<file path="src/rtl/aes_pkg.sv">
// Shared definitions for the AES-128 round controller: round count, rcon seed,
// controller FSM encoding and the GF(2^8) xtime helper.
package aes_pkg;

   localparam int         NR        = 10;
   localparam logic [7:0] RCON_INIT = 8'h01;

   typedef enum logic [1:0] {
      IDLE  = 2'd0,
      ROUND = 2'd1,
      DONE  = 2'd2
   } fsm_e;

   function automatic logic [7:0] xtime(input logic [7:0] b);
      return {b[6:0], 1'b0} ^ (b[7] ? 8'h1b : 8'h00);
   endfunction

endpackage

</file>
<file path="src/rtl/aes_rcon_gen.sv">
// Round-constant register: seeded with RCON_INIT on load, multiplied by x in
// GF(2^8) on each step, otherwise held.
module aes_rcon_gen (
   input  logic       clk,
   input  logic       rst_n,
   input  logic       load,
   input  logic       step,
   output logic [7:0] rcon_o
);
   import aes_pkg::*;

   logic [7:0] rcon_q, rcon_d;

   always_comb begin
      rcon_d = rcon_q;
      if (load) begin
         rcon_d = RCON_INIT;
      end else if (step) begin
         rcon_d = xtime(rcon_q);
      end
   end

   always_ff @(posedge clk or negedge rst_n) begin
      if (!rst_n) begin
         rcon_q <= RCON_INIT;
      end else begin
         rcon_q <= rcon_d;
      end
   end

   assign rcon_o = rcon_q;

endmodule

</file>
<file path="src/rtl/aes_round_ctrl.sv">
// Iterative AES-128 encryption controller: sequences ten rounds through an
// external round datapath and key-step, one round per clock.
module aes_round_ctrl #(
   parameter int NR        = 10,
   parameter int CLEAR_KEY = 1
) (
   input  logic         clk,
   input  logic         rst_n,
   input  logic         start_encryption,
   input  logic [127:0] plaintext_in,
   input  logic [127:0] key_in,
   output logic [127:0] ciphertext_out,
   output logic         encryption_done,
   output logic         busy,
   output logic [127:0] rnd_state_o,
   output logic [127:0] rnd_key_o,
   output logic         rnd_final_o,
   input  logic [127:0] rnd_state_i,
   output logic [127:0] ks_key_o,
   output logic [7:0]   ks_rcon_o,
   input  logic [127:0] ks_key_i
);
   import aes_pkg::*;

   fsm_e         fsm_q, fsm_d;
   logic [127:0] st_q, st_d;
   logic [127:0] key_q, key_d;
   logic [127:0] ct_q, ct_d;
   logic [3:0]   rnd_q, rnd_d;
   logic         done_q, done_d;
   logic         rcon_load, rcon_step;
   logic         last_rnd;

   assign last_rnd = (fsm_q == ROUND) && (rnd_q == 4'(NR));

   // Start is only looked at outside ROUND, so DONE can chain straight into a new run.
   always_comb begin
      fsm_d     = fsm_q;
      st_d      = st_q;
      key_d     = key_q;
      ct_d      = ct_q;
      rnd_d     = rnd_q;
      done_d    = 1'b0;
      rcon_load = 1'b0;
      rcon_step = 1'b0;
      case (fsm_q)
         ROUND: begin
            st_d  = rnd_state_i;
            key_d = ks_key_i;
            if (last_rnd) begin
               ct_d   = rnd_state_i;
               done_d = 1'b1;
               fsm_d  = DONE;
               if (CLEAR_KEY != 0) begin
                  key_d = '0;
               end
            end else begin
               rnd_d     = rnd_q + 4'd1;
               rcon_step = 1'b1;
            end
         end
         default: begin
            if (start_encryption) begin
               st_d      = plaintext_in ^ key_in;
               key_d     = key_in;
               rnd_d     = 4'd1;
               rcon_load = 1'b1;
               fsm_d     = ROUND;
            end else begin
               fsm_d = IDLE;
            end
         end
      endcase
   end

   always_ff @(posedge clk or negedge rst_n) begin
      if (!rst_n) begin
         fsm_q  <= IDLE;
         st_q   <= '0;
         key_q  <= '0;
         ct_q   <= '0;
         rnd_q  <= '0;
         done_q <= 1'b0;
      end else begin
         fsm_q  <= fsm_d;
         st_q   <= st_d;
         key_q  <= key_d;
         ct_q   <= ct_d;
         rnd_q  <= rnd_d;
         done_q <= done_d;
      end
   end

   aes_rcon_gen u_rcon (
      .clk    (clk),
      .rst_n  (rst_n),
      .load   (rcon_load),
      .step   (rcon_step),
      .rcon_o (ks_rcon_o)
   );

   assign ciphertext_out  = ct_q;
   assign encryption_done = done_q;
   assign busy            = (fsm_q == ROUND);
   assign rnd_state_o     = st_q;
   assign rnd_key_o       = ks_key_i;
   assign rnd_final_o     = last_rnd;
   assign ks_key_o        = key_q;

endmodule

</file>
<file path="config.mk">
export PLATFORM = sky130hd
export DESIGN_NAME = aes_round_ctrl
export DESIGN_NICKNAME = d
export VERILOG_FILES = /design/src/rtl/aes_pkg.sv /design/src/rtl/aes_rcon_gen.sv /design/src/rtl/aes_round_ctrl.sv
export SDC_FILE = /design/constraint.sdc
export NUM_CORES = 1
export LEC_CHECK = 0
export CAP_MARGIN = 15
export CORE_AREA = 2 2 403 405
export DETAILED_ROUTE_END_ITERATION = 16
export DIE_AREA = 0 0 405 407
export PLACE_DENSITY = 0.33
export SLEW_MARGIN = 20
export SYNTH_ARGS = -nofsm -noshare
export SYNTH_HDL_FRONTEND = slang
export SYNTH_SLANG_ARGS = --single-unit
</file>
<file path="constraint.sdc">
create_clock -name clk -period 2.5 [get_ports clk]
set_input_delay 0.5 -clock clk [delete_from_list [all_inputs] [get_ports clk]]
set_output_delay 0.5 -clock clk [all_outputs]
set_load 0.02 [all_outputs]
</file>
# == Yosys cells after proc, flatten, opt, wreduce, memory -nomap -nowiden ==
# Index checks and enable logic that the tools add are counted.
# totals
mem_count,0
rom_bits,0
latchBits,0
ff_bits,399
inputBits,515
ramBits,0
output_inout_bits,523
wordCells,39
# op_classes
order_cmp,0
muxes,20
reduce_logical,5
div,0
shifts,0
n_bitwise,2
n_eq_ne,4
add_sub_neg,1
n_mul,0
# ops
cell,n
$mux W128,5
$xor A128 B128 Y128,1
$mux W8,2
$mux W4,3
$xor A8 B8 Y8,1
$mux W1,7
$mux W5,1
$add A4 B1 Y4 const B,1
$eq A4 B4 Y1 const B,1
$mux W2,2
$reduce_and A2 Y1,2
$reduce_bool A2 Y1,2
$eq A2 B1 Y1 const B,1
$ne A2 B1 Y1 const B,1
$ne A2 B2 Y1 const B,1
$logic_and A1 B1 Y1,1

# == Logic depth before layout (Yosys ltp) ==
# Gate-level depths: netlist of the first run.
# depth
word_depth,6
ltp_mapped,8
ltp_nobuf,5

# == Cells and area by module ==
# A second synthesis of the first run with hierarchy kept.
# unflattened
hier_cells,1731
area_unflattened_um2,19680.1
# modules_own_cells
mod,area_per_inst_um2,n_inst,cells_each,seq_area_each_um2
aes_round_ctrl,19331.0,1,1701,9784.4
aes_rcon_gen,349.1,1,30,201.4

# == Worst setup path after synthesis of the first run ==
# Ideal clock, no wire load.
# synth_path
kind,register -> output
start,register rnd_q[0]
end,output rnd_final_o
arrival_ns,1.541
setup_slack_ns,0.459
path_buffers,3
stages_incl_launch_ff,9
cell_sequence,dfrtp_1 > inv_1 > ha_1 > nand2_1 > or3_1 > clkbuf_1 > buf_6 > buf_6 > inv_1
# synth_via
elab_chain_len,2
# synth_rtl
item,line_no,rtl
start: declaration,aes_round_ctrl.sv:29,"logic [3:0] rnd_q, rnd_d;"
start signal: assignment,aes_round_ctrl.sv:89,rnd_q <= rnd_d;
$eq A4 B4 Y1,aes_round_ctrl.sv:34,assign last_rnd = (fsm_q == ROUND) && (rnd_q == 4'(NR));
$logic_and A1 B1 Y1,aes_round_ctrl.sv:34,
end: declaration,aes_round_ctrl.sv:17,"output logic rnd_final_o,"
# Every way passes these cells.

# == Worst setup path after layout of the first run ==
# Same ends and word-level chain as after synthesis.

==> results.md, run 1 <==
* Total track usage at around an eighth
* Detail Placement HPWL at 89300 um
* Max transition margin at 43.6%
* Area growth syn-to-layout at 73.4%
* Synthesized area at about 20000 um2
* Setup Skew at roughly 0.035 ns
* CTS tree: built
* P_sw at between 15000 and 20000 uW
* F_max at approximately 420 MHz
* Number of nets with antenna violations after routing at 0
* Power, Total at 40500 uW
* Setup Total Neg Slack at 0 ns
* P_leak at about 0.014 uW
* Full die area at about 160000 um2
* Vias at ~17000
* Layout cells sized above 1 at a little under an eighth
* Syn. warnings at 0
* Largest net degree at the start of global routing at between 70 and 80
* First-pass GRT wire length at 153000 um
* Sequential share of the synthesized area at approximately half
* Core ar. at ~160000 um2
* Layout fillers at 17500
* Yosys cell types at 29
* Die X at 405 um
* H-tree Lvls at 2
* Max Root-Sink Buffers at 3
* Worst Tran Pin Value at between 0.8 and 0.9 ns
* Residual DRC at 0
* Gr ovfl total at 0
* Setup WS post-layout at around 0.11 ns
* DR pass1 iterations at 5
* Vias per inst at 3.49
* PortBufs at just over 1000
* CTS buffer count at 55
* Slew Limit Fails at 0
* Crit path launch type: flop
* Post-Route WL at 114000 um
* Initial drt markers at about 770
* Critical path data required time at around 2 ns
* Total of max-cap violations at 0
* Die Y at 407 um
* CP Max Fanout at 3
* Crit path time final at around 2.4 ns
* Top_reg_cell synth: dfrtp_1
* Setup CP Type: flop to primary output
* Number of enable flip-flop cells after synthesis at 0
* Routed length per instance at ~23 um
* Vias in the first global route at ~18000
* Synth Net Count at roughly 2300
* Final hold viol count at 0
* FFs w/ async S/R, synth at between 90% and 100%
* Crit path DAT at around 1.9 ns
* Combinational share of power at 51.4%
* Starting Density at approximately an eighth
* Num Clock Sinks at roughly 400
* Post-Syn Instances at between 1500 and 2000
* Initial antenna violation count at 13
* Clock slew at reported path FFs at 0.06 ns
* Gpl congestion at 0.815
* I/O Pins at roughly 1000
* Cell Int Power at about 24000 uW
* Rows at 147
* Ratio of final minimum period to clock period at a little over nine tenths
* Syn avg cell area at approximately 11 um2
* Switching Fraction at approximately two fifths
* CTS root buffer: clkbuf_16
* Flop pwr share at 28.3%
* Non-Filler Instances at about 4900
* Unrepaired setup endpoints after global routing: true
* Final nets at around 3200
* Pwr/cell area at 1190 nW/um2
* Status: finished, final reports clean
* Dpl cells at approximately 4800
* # setup viols final at 0
* Seq cells post-synth at between 300 and 400
* Clock Latency Late Sink at around 0.64 ns
* Clock Power Share at between 20% and 30%
* Nature of the critical path endpoint: primary output
* Worst hold-check path type: primary input to flop
* Max VDD drop at approximately 0.38 mV
* DP Worst Slack at slightly above 0.2 ns
## synth_stat cells, types with 4 or more instances
cell,n,area [um2]
buf_4,128,961
buf_6,12,135
nor3_1,4,20.0
buf_1,29,109
dfrtp_1,398,9960
nand3_1,135,676
nand2_1,134,503
xor2_1,129,1130
o21ai_0,266,1330
a2bb2oi_1,128,1120
mux2i_1,129,1290
a31o_2,5,43.8
mux2_2,30,338
clkbuf_1,70,263
mux2_4,98,1470
buf_2,21,105
## stage by stage
stage                     util (%)  hold slack (ns)  area, um2
final                         21.2            0.277      34000
after global routing          21.2            0.267      34000
after CTS                     21.2            0.208      33900
after detailed placement      20.0            0.478      32100
after global placement        20.0            0.487      32100
after floorplan                  -            0.204      19600
## worst max-delay path, cell delays in order (launching register included)
cell and delay [ns]:
dfrtp_1 0.38, inv_2 0.07, ha_4 0.13, nand2_2 0.05
or3_4 0.41, inv_2 0.09, buf_6 0.11
## placed cells by master (no fill, tap or decap), types with 2 or more instances in the layout
| master | instances |
|---|---|
| a21oi_1 | 2 |
| a2bb2oi_1 | 128 |
| a31o_2 | 5 |
| buf_12 | 25 |
| buf_4 | 63 |
| buf_8 | 2 |
| bufinv_16 | 2 |
| clkbuf_1 | 12 |
| clkbuf_16 | 56 |
| clkbuf_8 | 19 |
| clkdlybuf4s50_1 | 1029 |
| clkinv_2 | 9 |
| dfrtp_1 | 397 |
| diode_2 | 6 |
| dlygate4sd2_1 | 2 |
| inv_2 | 2 |
| inv_6 | 2 |
| mux2_2 | 30 |
| mux2_4 | 98 |
| mux2i_1 | 129 |
| nand2_1 | 132 |
| nand3_1 | 135 |
| nor3_1 | 4 |
| o21ai_0 | 266 |
| xnor2_1 | 3 |
| xor2_1 | 129 |
## power by group through the flow
stage,combinational [uW],clock (uW),sequential [uW]
6_report,20800,8210,11400
4_1_cts,21300,8630,11500
3_3_place_gp,21400,0,11500
3_5_place_dp,21300,0,11500
2_1_floorplan,6080,0,15000
5_1_grt,22100,8810,11900
## area by class of cell
| type | instances | area [um2] | share of cell area (%) |
|---|---|---|---|
| antenna | 6 | 15.0 | 0.0442 |
| clock buffer | 87 | 1710 | 5.02 |
| clock inverter | 14 | 139 | 0.408 |
| inverter | 5 | 31.3 | 0.0920 |
| multi-input combinational | 1071 | 8060 | 23.7 |
| sequential | 399 | 9990 | 29.4 |
| tap | 2160 | 2700 | 7.95 |
| timing repair buffer | 1124 | 11400 | 33.4 |
## final timing paths
check,startpoint,to,slack (ns),cells after the start
max,rnd_q[0]$_DFFE_PN0P_,rnd_final_o,0.11,6
min,start_encryption,rnd_state_o[125]$_DFFE_PN0P_,0.28,3
max reg2reg,rnd_q[0]$_DFFE_PN0P_,ciphertext_out[74]$_DFFE_PN0P_,0.30,8
min reg2reg,ciphertext_out[26]$_DFFE_PN0P_,ciphertext_out[26]$_DFFE_PN0P_,0.50,1
max in group asynchronous,rst_n,u_rcon.rcon_o[0]$_DFFE_PN1P_,1.20,3
min in group asynchronous,rst_n,rnd_state_o[17]$_DFFE_PN0P_,0.38,2
## layer usage
layer  GRT usage [%]  part of all wire [%]
met1            15.9                    41
met2            23.3                    51
met3            3.23                   5.8
met4            3.40                   2.1
met5               0                0.0096
## logic make-up after synthesis
kind of cell             share of synthesized area [%]
adder cells (fa/ha/maj)                          0.128
multiplexers                                      15.8
AND/OR/NAND/NOR                                   6.37
AO/OA/AOI/OAI                                     12.8
flip-flops                                        50.9
XOR/XNOR                                          5.89
buffers and inverters                             8.11
## state kept, by name (all words and copies together), names as in the netlist
signal	cells
ks_key_o	128
ciphertext_out	128
u_rcon.rcon_o	8
rnd_state_o	128
rnd_q	4
encryption_done	1
fsm_q	2
## repair_timing
action,in CTS,in global routing
resized for setup,7,8
setup buffers,0,2
hold buffers,1,0
endpoints found under the hold margin,17,0
pin swaps,0,2
setup endpoints to repair,3,2
(Power assumes the default switching activity.)
==> run 2, diff against run 1 <==
Clock period 2.5 ns to 2.26 ns, I/O delays scaled along.
==> results.md, run 2 (synthesized netlist as in run 1, its figures left out) <==
* Status: finished with violations
* Failing checks: setup timing
* Setup CP Type: flop to primary output
* Post-Route WL at 114000 um (about the same)
* Unrepaired setup endpoints after global routing: true
* Clock Latency Late Sink at 0.64 ns (about the same)
* P_sw at 17900 uW (+10%)
* Hold_ws at 0.291 ns (+0.0143 ns)
* Worst hold-check path type: primary input to async pin
* Combinational share of power at 51.0% (-0.4 points)
* Total of max-cap violations at 0 (unchanged)
* Max Root-Sink Buffers at 3 (unchanged)
* Full die area at 165000 um2 (unchanged)
* Flop pwr share at 28.2% (about the same)
* Most common cell after layout, fill and taps aside: clkdlybuf4s50_1
* First-pass GRT wire length at 152000 um (-0.38%)
* Register area at 9990 um2 (about the same)
* I/O Pins at 1038 (unchanged)
* Cell Int Power at 26900 uW (+11%)
* Reg2reg start: rnd_q[0]$_DFFE_PN0P_
* Area growth syn-to-layout at 74.0%
* Pwr/cell area at 1310 nW/um2 (+10%)
* Residual DRC at 0 (unchanged)
* Initial antenna violation count at 14 (+1)
* F_max at 420 MHz
* Gr ovfl total at 0 (unchanged)
* DR pass1 iterations at 5 (unchanged)
* Worst Tran Pin Value at 0.569 ns (-0.277 ns)
* Crit path DAT at 1.93 ns (+0.04 ns)
* PortBufs at 1037 (unchanged)
* Die Y at 407 um (unchanged)
* DP Area at 32200 um2 (+0.27%)
* Max transition margin at 61.7% (+18 points)
* Final nets at 3184 (+0.35%)
* Routed length per instance at 23.4 um (-0.30%)
* Rows at 147 (unchanged)
* Gpl congestion at 0.802 (-1.5%)
* CTS buffer count at 56 (+1.8%)
* Final instance area at 34100 um2 (+0.38%)
* Detail Placement HPWL at 90500 um (+1.4%)
* Layout cells sized above 1 at 12.2% (+0.16 points)
* CP startpoint: rnd_q[0]$_DFFE_PN0P_
* Starting Density at 12.2% (unchanged)
* Vias in the first global route at 18200 (+0.24%)
* Setup WS post-layout at -0.124 ns (-0.231 ns)
* Die X at 405 um (unchanged)
* P_leak at 0.0144 uW (+0.74%)
* Power, Total at 44800 uW (+11%)
* Final hold viol count at 0 (unchanged)
* Final Util at 21.3% (+0.081 points)
* Crit path time final at 2.38 ns
* Most frequent cells in the layout: 1010 x clkdlybuf4s50_1, 398 x dfrtp_1, 266 x o21ai_0, 135 x nand3_1, 132 x nand2_1
* CP Max Fanout at 2 (-1)
* Slew Limit Fails at 0 (unchanged)
* CTS root buffer: clkbuf_16
* Worst reg2reg endpoint: ciphertext_out[40]$_DFFE_PN0P_
* Setup slack, reg-to-reg at 0.09 ns (-0.21 ns)
* Reg2reg path depth at 7 (-1)
* Core ar. at 160000 um2 (unchanged)
* Crit path launch type: flop
* Number of nets with antenna violations after routing at 0 (unchanged)
* Ratio of final minimum period to clock period at 105%
* Initial drt markers at 778 (+1.6%)
* Clock slew at reported path FFs at 0.06 ns (about the same)
* Max VDD drop at 0.381 mV (-0.74%)
* Vias per inst at 3.51 (+0.33%)
* # setup viols final at 1 (+1)
* Multi-input gate area at 8050 um2 (-0.12%)
* Crit path capture: rnd_final_o
* Setup Skew at 0.0249 ns (-0.0102 ns)
* CTS tree: built
* DP Worst Slack at 0.0551 ns (-0.147 ns)
* Largest net degree at the start of global routing at 71 (-9.0%)
* Critical path data required time at 1.81 ns (-0.19 ns)
* H-tree Lvls at 2 (unchanged)
* Clock Power Share at 20.7% (+0.4 points)
* Switching Fraction at 39.9% (-0.24 points)
* Vias at 17100 (+0.72%)
* Nature of the critical path endpoint: primary output
* Total track usage at 13.2% (-0.014 points)
* Num Clock Sinks at 399 (unchanged)
* Layout fillers at 17500 (+0.46%)
-- run 2: cell types whose count changed in the layout (fill, tap and decap cells not counted), sizes merged --
cell,delta
dlygate4sd2,+18
clkinv,-4
clkdlybuf4s15,+1
inv,+1
diode,+5
clkinvlp,+1
buf,+10
clkdlybuf4s50,-19
bufinv,+2
clkbuf,+4
-- run 2: final cells by class --
type | instances | area share, %
antenna | 11 | 0.0807
clock buffer | 91 | 4.99
clock inverter | 14 | 0.528
inverter | 5 | 0.0990
multi-input combinational | 1071 | 23.6
sequential | 399 | 29.3
tap | 2160 | 7.92
timing repair buffer | 1134 | 33.5
-- run 2: worst max-delay path: stages (launching register included) --
cell	delay (ns)
dfrtp_1	0.38
inv_1	0.07
ha_2	0.18
nand2_2	0.06
or3_4	0.40
inv_4	0.09
buf_12	0.11
-- run 2: what timing repair did --
action | CTS | global route
endpoints found under the hold margin | 198 | 0
setup endpoints to repair | 22 | 78
pin swaps | 1 | 1
gates cloned | 0 | 0
buffers inserted | 3 | 2
hold buffers | 1 | 0
resized for setup | 27 | 1
-- run 2: per-stage QoR --
| step | cells | TNS (ns) |
|---|---|---|
| floorplan | 1735 | 0 |
| global placement | 4763 | 0 |
| detailed placement | 4763 | 0 |
| CTS | 4872 | -0.242 |
| global route | 4881 | -0.911 |
| finish | 4885 | -0.124 |
-- run 2: power groups by stage --
stage	Combinational (uW)	Clock (uW)	Sequential [uW]
finish	22900	9290	12700
global route	24200	9950	13100
CTS	23500	9760	12700
detailed placement	23500	0	12700
global placement	23600	0	12800
floorplan	6720	0	16600
-- run 2: per-layer routing --
| metal | share of wire (%) | global-route usage, % | vias up | wire, um |
|---|---|---|---|---|
| li1 | - | - | 7929 | - |
| met1 | 40 | 15.7 | 8493 | 46100 |
| met2 | 51 | 22.9 | 563 | 58000 |
| met3 | 6.1 | 3.51 | 135 | 7020 |
| met4 | 2.8 | 4.37 | 6 | 3230 |
| met5 | 0.037 | 0 | - | 42 |
-- run 2: worst min path at each step --
stage	startpoint	end	slack, ns
2_1_floorplan	rst_n	ciphertext_out[0]$_DFFE_PN0P_	0.16
3_3_place_gp	rst_n	rnd_state_o[25]$_DFFE_PN0P_	0.31
3_5_place_dp	rst_n	rnd_state_o[25]$_DFFE_PN0P_	0.31
4_1_cts	rst_n	ciphertext_out[25]$_DFFE_PN0P_	0.22
5_1_grt	rst_n	rnd_state_o[27]$_DFFE_PN0P_	0.26
6_report	rst_n	rnd_state_o[27]$_DFFE_PN0P_	0.29
==> run 3, diff against run 2 <==
Settings changed: HOLD_SLACK_MARGIN set to 0.12.
==> results of run 3 <==
No change in the layout: final DEF, timing and power equal those of run 2.
